### config.mk
export PLATFORM = sky130hd
export DESIGN_NAME = mul_control_flat
export DESIGN_NICKNAME = d
export VERILOG_FILES = /design/src/rtl/mul_control_pkg.sv /design/src/rtl/mul_control_if.sv /design/src/rtl/mul_control.sv /design/src/flat_wrapper.sv
export SDC_FILE = /design/constraint.sdc
export NUM_CORES = 1
export LEC_CHECK = 0
export CORE_AREA = 2 2 39 41
export DETAILED_ROUTE_END_ITERATION = 10
export DIE_AREA = 0 0 41 43
export GPL_ROUTABILITY_DRIVEN = 0
export PLACE_DENSITY = 0.75
export SYNTH_ARGS = -nofsm -noshare
export SYNTH_HDL_FRONTEND = slang
export SYNTH_SLANG_ARGS = --single-unit
export TNS_END_PERCENT = 30
### constraint.sdc
create_clock -name clk -period 2.5 [get_ports clk]
set_input_delay 0.75 -clock clk [delete_from_list [all_inputs] [get_ports clk]]
set_output_delay 0.75 -clock clk [all_outputs]
set_load 0.01 [all_outputs]
### src/rtl/mul_control_pkg.sv
// Shared types and constants for the iterative shift-add multiplier control.
package mul_pkg;

   // Operand width of b, which is also the number of shift-add iterations.
   localparam int NBITS = 32;

   // a/b operand muxes: load from the input message or take the shifted value.
   localparam logic SEL_LOAD  = 1'b0;
   localparam logic SEL_SHIFT = 1'b1;

   // Result mux: clear to zero or take the add-mux path.
   localparam logic SEL_CLR   = 1'b0;
   localparam logic SEL_ADD   = 1'b1;

   // Controller state. The 2'b11 encoding is unused and recovers to IDLE.
   typedef enum logic [1:0] {
      IDLE = 2'b00,
      CALC = 2'b01,
      DONE = 2'b10
   } mul_state_t;

endpackage

### src/rtl/mul_control_if.sv
// Control/status bundle between the multiplier controller and its datapath.
//
// Handshake rules: a transfer on a stream happens at a rising clk edge where
// both val and rdy are high. A producer holds val (and its message) high and
// stable until that edge; val never depends combinationally on rdy.
interface mul_control_if;
   logic istream_val;
   logic istream_rdy;
   logic ostream_val;
   logic ostream_rdy;
   logic b_lsb;
   logic a_mux_sel;
   logic b_mux_sel;
   logic r_mux_sel;
   logic add_mux_sel;
   logic r_en;
   logic busy;

   // Controller side.
   modport master (
      input  istream_val, ostream_rdy, b_lsb,
      output istream_rdy, ostream_val, a_mux_sel, b_mux_sel,
             r_mux_sel, add_mux_sel, r_en, busy
   );

   // Datapath / environment side.
   modport slave (
      output istream_val, ostream_rdy, b_lsb,
      input  istream_rdy, ostream_val, a_mux_sel, b_mux_sel,
             r_mux_sel, add_mux_sel, r_en, busy
   );
endinterface

### src/rtl/mul_control.sv
// Controller for the iterative shift-add multiplier. It accepts one operand
// message, steers the datapath through NBITS shift-add iterations and then
// presents the product until the consumer takes it. No data passes through.
module mul_control
   import mul_pkg::*;
#(
   parameter int NBITS = mul_pkg::NBITS,
   parameter int CNT_W = $clog2(NBITS)
) (
   input  logic          clk,
   input  logic          rst_n,
   mul_control_if.master ctl,
   output mul_state_t    o_dbg_state
);

   localparam logic [CNT_W-1:0] LAST_ITER = CNT_W'(NBITS - 1);

   mul_state_t       r_state;
   logic [CNT_W-1:0] r_cnt;

   logic w_istream_rdy;
   logic w_ostream_val;
   logic w_a_mux_sel;
   logic w_b_mux_sel;
   logic w_r_mux_sel;
   logic w_add_mux_sel;
   logic w_r_en;
   logic w_busy;

   // State and iteration counter: accept in IDLE, count NBITS edges in CALC,
   // hold the product in DONE until the consumer is ready.
   always_ff @(posedge clk or negedge rst_n) begin
      if (!rst_n) begin
         r_state <= IDLE;
         r_cnt   <= '0;
      end else begin
         case (r_state)
            IDLE: begin
               // istream_rdy is high throughout IDLE, so val alone completes it.
               if (ctl.istream_val) begin
                  r_state <= CALC;
                  r_cnt   <= '0;
               end
            end
            CALC: begin
               if (r_cnt == LAST_ITER) begin
                  r_state <= DONE;
                  r_cnt   <= '0;
               end else begin
                  r_cnt <= r_cnt + 1'b1;
               end
            end
            DONE: begin
               if (ctl.ostream_rdy) begin
                  r_state <= IDLE;
               end
            end
            default: begin
               r_state <= IDLE;
               r_cnt   <= '0;
            end
         endcase
      end
   end

   // Output decode from the registered state; add_mux_sel alone also follows
   // b_lsb so the adder is steered in the same cycle the LSB is visible.
   always_comb begin
      w_istream_rdy = 1'b1;
      w_ostream_val = 1'b0;
      w_a_mux_sel   = SEL_LOAD;
      w_b_mux_sel   = SEL_LOAD;
      w_r_mux_sel   = SEL_CLR;
      w_add_mux_sel = 1'b0;
      w_r_en        = 1'b1;
      w_busy        = 1'b0;
      case (r_state)
         CALC: begin
            w_istream_rdy = 1'b0;
            w_a_mux_sel   = SEL_SHIFT;
            w_b_mux_sel   = SEL_SHIFT;
            w_r_mux_sel   = SEL_ADD;
            w_add_mux_sel = ctl.b_lsb;
            w_busy        = 1'b1;
         end
         DONE: begin
            w_istream_rdy = 1'b0;
            w_ostream_val = 1'b1;
            w_a_mux_sel   = SEL_SHIFT;
            w_b_mux_sel   = SEL_SHIFT;
            w_r_mux_sel   = SEL_ADD;
            w_r_en        = 1'b0;
            w_busy        = 1'b1;
         end
         default: begin
         end
      endcase
   end

   assign ctl.istream_rdy = w_istream_rdy;
   assign ctl.ostream_val = w_ostream_val;
   assign ctl.a_mux_sel   = w_a_mux_sel;
   assign ctl.b_mux_sel   = w_b_mux_sel;
   assign ctl.r_mux_sel   = w_r_mux_sel;
   assign ctl.add_mux_sel = w_add_mux_sel;
   assign ctl.r_en        = w_r_en;
   assign ctl.busy        = w_busy;
   assign o_dbg_state     = r_state;

endmodule

### src/flat_wrapper.sv
// flat-port wrapper written by rule: the top's interface ports become plain ports
module mul_control_flat import mul_pkg::*;
#(
   parameter int NBITS = mul_pkg::NBITS,
   parameter int CNT_W = $clog2(NBITS)
)
  (clk, rst_n, o_dbg_state, ctl_istream_val, ctl_ostream_rdy, ctl_b_lsb, ctl_istream_rdy, ctl_ostream_val, ctl_a_mux_sel, ctl_b_mux_sel, ctl_r_mux_sel, ctl_add_mux_sel, ctl_r_en, ctl_busy);
  mul_control_if ctl_i ();
  input  logic clk;
  input  logic rst_n;
  output mul_state_t o_dbg_state;
  input wire logic [$bits(ctl_i.istream_val)-1:0] ctl_istream_val;
  input wire logic [$bits(ctl_i.ostream_rdy)-1:0] ctl_ostream_rdy;
  input wire logic [$bits(ctl_i.b_lsb)-1:0] ctl_b_lsb;
  output wire logic [$bits(ctl_i.istream_rdy)-1:0] ctl_istream_rdy;
  output wire logic [$bits(ctl_i.ostream_val)-1:0] ctl_ostream_val;
  output wire logic [$bits(ctl_i.a_mux_sel)-1:0] ctl_a_mux_sel;
  output wire logic [$bits(ctl_i.b_mux_sel)-1:0] ctl_b_mux_sel;
  output wire logic [$bits(ctl_i.r_mux_sel)-1:0] ctl_r_mux_sel;
  output wire logic [$bits(ctl_i.add_mux_sel)-1:0] ctl_add_mux_sel;
  output wire logic [$bits(ctl_i.r_en)-1:0] ctl_r_en;
  output wire logic [$bits(ctl_i.busy)-1:0] ctl_busy;
  assign ctl_i.istream_val = ctl_istream_val;
  assign ctl_i.ostream_rdy = ctl_ostream_rdy;
  assign ctl_i.b_lsb = ctl_b_lsb;
  assign ctl_istream_rdy = ctl_i.istream_rdy;
  assign ctl_ostream_val = ctl_i.ostream_val;
  assign ctl_a_mux_sel = ctl_i.a_mux_sel;
  assign ctl_b_mux_sel = ctl_i.b_mux_sel;
  assign ctl_r_mux_sel = ctl_i.r_mux_sel;
  assign ctl_add_mux_sel = ctl_i.add_mux_sel;
  assign ctl_r_en = ctl_i.r_en;
  assign ctl_busy = ctl_i.busy;
  mul_control #(.NBITS(NBITS), .CNT_W(CNT_W)) u_core (.clk(clk), .rst_n(rst_n), .ctl(ctl_i), .o_dbg_state(o_dbg_state));
endmodule
# Word level (Yosys, flattened, before mapping)
# Cells that the tools add are included.
# word_totals
reg_bits	7
wordCells	26
romBits	0
latch_bits	0
n_memories	0
ramBits	0
out_inout_bits	10
# classes
bitwise	1
order_cmp	0
multipliers	0
n_reduce_logical	4
n_shift	0
n_mux	12
div_mod_pow	0
addsub	1
n_eq_ne	6
# ops
op	n
case mux 5 bit (3 select lines)	1
2-to-1 mux 5 bit	2
2-to-1 mux 2 bit	3
case mux 2 bit (3 select lines)	1
adder 5 x 1 -> 5 bit (second input constant)	1
== test 5 bit (second input constant)	1
2-to-1 mux 1 bit	5
inequality test 2 bit (second input constant)	2
AND reduction 3 bit	1
== test 2 x 1 -> 1 bit (second input constant)	1
== test 2 bit (second input constant)	1
logical NOT 2 bit	1
inequality test 2 x 1 -> 1 bit (second input constant)	1
AND reduction 2 bit	1
OR reduction 2 bit	1
inverter 1 bit	1

# Longest topological paths before layout
# logic_depth
depth_word	3
depth_mapped	6

# Worst setup path before layout
# Ideal clock, no wire load.
# synth_timing
kind	reg2out
from	register u_core.r_state[0], in the netlist u_core.o_dbg_state[0]
to	output ctl_b_mux_sel
path_buffers	1
t_required_ns	1.750
stages_incl_launch_ff	4
t_arrival_ns	1.033
path_slack_ns	0.717
path_cell_list	dfrtp_1 inv_1 ha_1 buf_4
# synth_via
elab_chain_cells	3
word_cells_on_any_way	4
cone_classes	eq/ne (2); mux (1); reduce/logical (1)
# synth_rtl
element	line	text
start, declared	mul_control.sv:18	mul_state_t r_state;
start signal, assigned	mul_control.sv:34	r_state <= IDLE;
start signal, assigned	mul_control.sv:41	r_state <= CALC;
start signal, assigned	mul_control.sv:47	r_state <= DONE;
== test 2 x 1 -> 1 bit / == test 2 bit (equally long branches)	--	
OR reduction 2 bit (no source line) (*)	--	
2-to-1 mux 1 bit (*)	--	
end, declared	flat_wrapper.sv:18	output wire logic [$bits(ctl_i.b_mux_sel)-1:0] ctl_b_mux_sel;
# Every way passes the cells marked *; elsewhere a longest branch is shown, timed or not.

# Worst setup path in the final report
# layout_timing
from	register u_core.r_state[0], in the netlist u_core.o_dbg_state[0]
to	output ctl_istream_rdy
# layout_via
elab_chain_cells	3
word_cells_on_any_way	4
cone_classes	eq/ne (2); mux (1); reduce/logical (1)
# layout_rtl
element	line	text
== test 2 x 1 -> 1 bit / == test 2 bit (equally long branches)	mul_control.sv:77	case (r_state)
OR reduction 2 bit (no source line) (*)	--	
2-to-1 mux 1 bit (*)	mul_control.sv:77	
end, declared	flat_wrapper.sv:15	output wire logic [$bits(ctl_i.istream_rdy)-1:0] ctl_istream_rdy;
# Marked as above.

==> metrics.md <==
| Metric | Value |
|---|---|
| Min Clock Period, post-route | `2.412 ns` |
| Crit Path Max Fanout | `5` |
| GRT Overall Usage | `13.25%` |
| Hold Path Depth | `1` |
| Commonest non-fill, non-tap cell in the layout | `clkdlybuf4s50_1` |
| Die area | `1763 sq um` |
| Final hold violation count | `0` |
| PD cells | `1254 nW/um^2` |
| Startpoint Class | `register` |
| Antenna Nets Post-Route | `0` |
| CTS Buf Count | `3` |
| Leak pwr | `0.3057 nW` |
| Top cell type's share of synthesized area | `37.33%` |
| Avg Cell Area, Syn | `9.775 sq um` |
| Wire per inst | `11.12 um` |
| Synth area leader | `dfrtp_1` |
| CP Class | `reg -> out` |
| Initial core utilization | `33.91%` |
| Delay of the slowest critical-path stage | `0.53 ns` |
| Mapped Nets | `59` |
| Hold Path Class | `reg -> reg` |
| Slowest library cell on the worst path | `clkdlybuf4s50_1` |
| FF-to-FF path depth | `6` |
| Outcome | `complete, no violations` |
| Register share of total power | `20.9%` |
| Core area | `1384 sq um` |
| Peak VDD IR | `0.9071 mV` |
| Switch share | `37.56%` |
| Area of the multi-input gates | `242.7 sq um` |
| DR vias/cell | `4.617` |
| Crit-path most repeated cell | `inv_1` |
| H-tree depth | `1` |
| Layout Area Growth over Synthesis | `38.93%` |
| Clock network power share | `12.9%` |
| Cell area after layout | `651.9 sq um` |
| Final #Nets | `77` |
| Register Area | `175.2 sq um` |
| Clock Latency Late Sink | `0.26 ns` |
| Chip width | `41 um` |
| Max-cap violations | `0` |
| Post-synth design cell area | `469.2 sq um` |
| Crit-path cells | `inv_1 -> ha_1 -> inv_1 -> clkdlybuf4s50_1` |
| Detailed Place HPWL | `652.8 um` |
| Required @ worst endpoint | `1.75 ns` |
| Register area share after synthesis | `37.33%` |
| Die Span Y | `43 um` |
| Fraction of layout cells with a size suffix above 1 | `12.31%` |
| Post-Synthesis Cells | `48` |
| GR Overflow Total | `0` |
| DRC viols | `0` |
| Fmax achieved | `414.6 MHz` |
| Int Pwr | `0.0005103 W` |
| YS warnings | `0` |
| First-pass GRT wire length | `1524 um` |
| Vias in the first global route | `366` |
| Final Setup Violations | `0` |
| Crit path DAT | `1.66 ns` |
| Most frequent cells in the layout | `clkdlybuf4s50_1 (13), dfrtp_1 (7), ha_1 (6), inv_1 (5), buf_4 (4)` |
| Initial DRC count | `6` |
| Critical hold path startpoint | `u_core.r_cnt[0]` |
| # rows | `14` |
| Clock transition at the registers of the reported paths | `0.06 ns` |
| Actual slew at the worst max-slew pin | `0.5594 ns` |
| Worst reg-to-reg setup slack | `0.61 ns` |
| Slew Limit Headroom | `62.63%` |
| CTS tree | `built` |
| Yosys cell types | `21` |
| Worst hold slack | `0.5132 ns` |
| Worst clock skew | `0.009047 ns` |
| Post-placement cell area | `604.3 sq um` |
| Clk buf depth | `2` |
| CTS sink cnt | `7` |
| Initial antenna violation count | `0` |
| Setup crit end kind | `output port` |
| R2R Path End | `u_core.r_cnt[0]` |
| CTS root buffer | `clkbuf_4` |
| Critical R2R Launch | `u_core.r_cnt[0]` |
| Largest net degree at the start of global routing | `10` |
| Combinational share of power | `66.2%` |
| Worst Hold End | `u_core.r_cnt[0]` |
| Top-Level Pins | `15` |
| Max-slew violation count | `0` |
| Final wirelength | `901 um` |
| Final worst path period share | `96.47%` |
| Drt first pass iters | `4` |
| IO Port Bufs | `14` |
| Flops & latches, synth | `7` |
| Via count | `374` |
| Antenna cell count | `0` |
| Synth area leaders | `dfrtp_1 (37%), ha_1 (16%), buf_4 (4.8%), mux2_1 (4.8%), o31ai_1 (4.8%)` |
| Net switching power | `0.0003069 W` |
| Fill cells | `126` |
-- stage by stage --
step            TNS (ns)  total power, W  std cells  utilization, %  setup WS, ns
5_1_grt        -0.004682       0.0008847         81           47.11     -0.004682
6_report               0       0.0008172         81           47.11       0.08830
4_1_cts                0       0.0007926         78           45.48       0.04987
3_3_place_gp    -0.08212       0.0006760         74           43.67      -0.08212
3_5_place_dp    -0.09854       0.0006821         74           43.67      -0.09854
2_1_floorplan          0       0.0004883         48               -        0.7167
-- cells in the mapped netlist (all sizes together) --
master and count:
nand2b 2, mux2 2, a211oi 1, inv 5, o22ai 1, o21ai 5, and2 1, nor2b 2
nand2 2, nor3b 1, nand3 1, ha 6, buf 5, nor3 1, and2b 1, or3b 1
o31ai 3, and3 1, dfrtp 7
-- layer usage --
metal / routed length, um / track usage [%] / share of wire, %
met1: 359 / 15.13 / 40
met2: 483 / 20.00 / 54
met3: 58 / 9.424 / 6.4
met4: 0 / 2.000 / 0
met5: 0 / 0 / 0
-- sequential cells by signal (all words and copies together) (netlist names) --
name and count:
u_core.r_cnt 5, u_core.o_dbg_state 2
-- power by group through the flow --
stage                     Combinational, W  Sequential (W)  Clock, W
after global placement            0.000504        0.000172         0
after floorplan                   0.000313        0.000176         0
final                             0.000541        0.000171  0.000105
after CTS                         0.000510        0.000174  0.000109
after detailed placement          0.000507        0.000175         0
after global routing              0.000591        0.000174  0.000120
-- layout make-up --
type / instances / area share [%]
multi-input cells: 31 / 37.24
flip-flops and latches: 7 / 26.87
repair buffers: 18 / 25.91
clock buffers: 4 / 4.031
well taps: 16 / 3.071
inverters: 5 / 2.879
-- how the worst max path moves through the flow --
stage	from	to	slack (ns)	depth (start not counted)
floorplan	u_core.o_dbg_state[0]	ctl_b_mux_sel	0.72	3
global placement	ctl_b_lsb	ctl_add_mux_sel	-0.08	3
detailed placement	ctl_b_lsb	ctl_add_mux_sel	-0.1	3
CTS	u_core.o_dbg_state[0]	ctl_istream_rdy	0.05	4
global route	u_core.o_dbg_state[0]	ctl_istream_rdy	-0.005	4
finish	u_core.o_dbg_state[0]	ctl_istream_rdy	0.09	4
-- critical path, delay by kind of cell (launching register included) --
family	cells	cell delay (ns)
flip-flops	1	0.37
buffers and inverters	3	0.70
adder cells (fa/ha/maj)	1	0.35
-- kinds of logic (layout without fill, tap and decap cells) --
group           count (synthesis)  after routing  synth area share [%]
flops                           7              7                 37.33
compound gates                 10             10                 13.07
buf+inv                        10             27                 10.93
simple gates                   13             13                 17.87
mux                             2              2                 4.800
fa+ha+maj                       6              6                 16.00
-- what timing repair did --
action | 4_1_cts | 5_1_grt
pin swaps | 0 | 0
resized for setup | 1 | 0
setup endpoints to repair | 1 | 1
setup buffers | 0 | 3
hold buffers | 0 | 0
(Power assumes the default switching activity.)
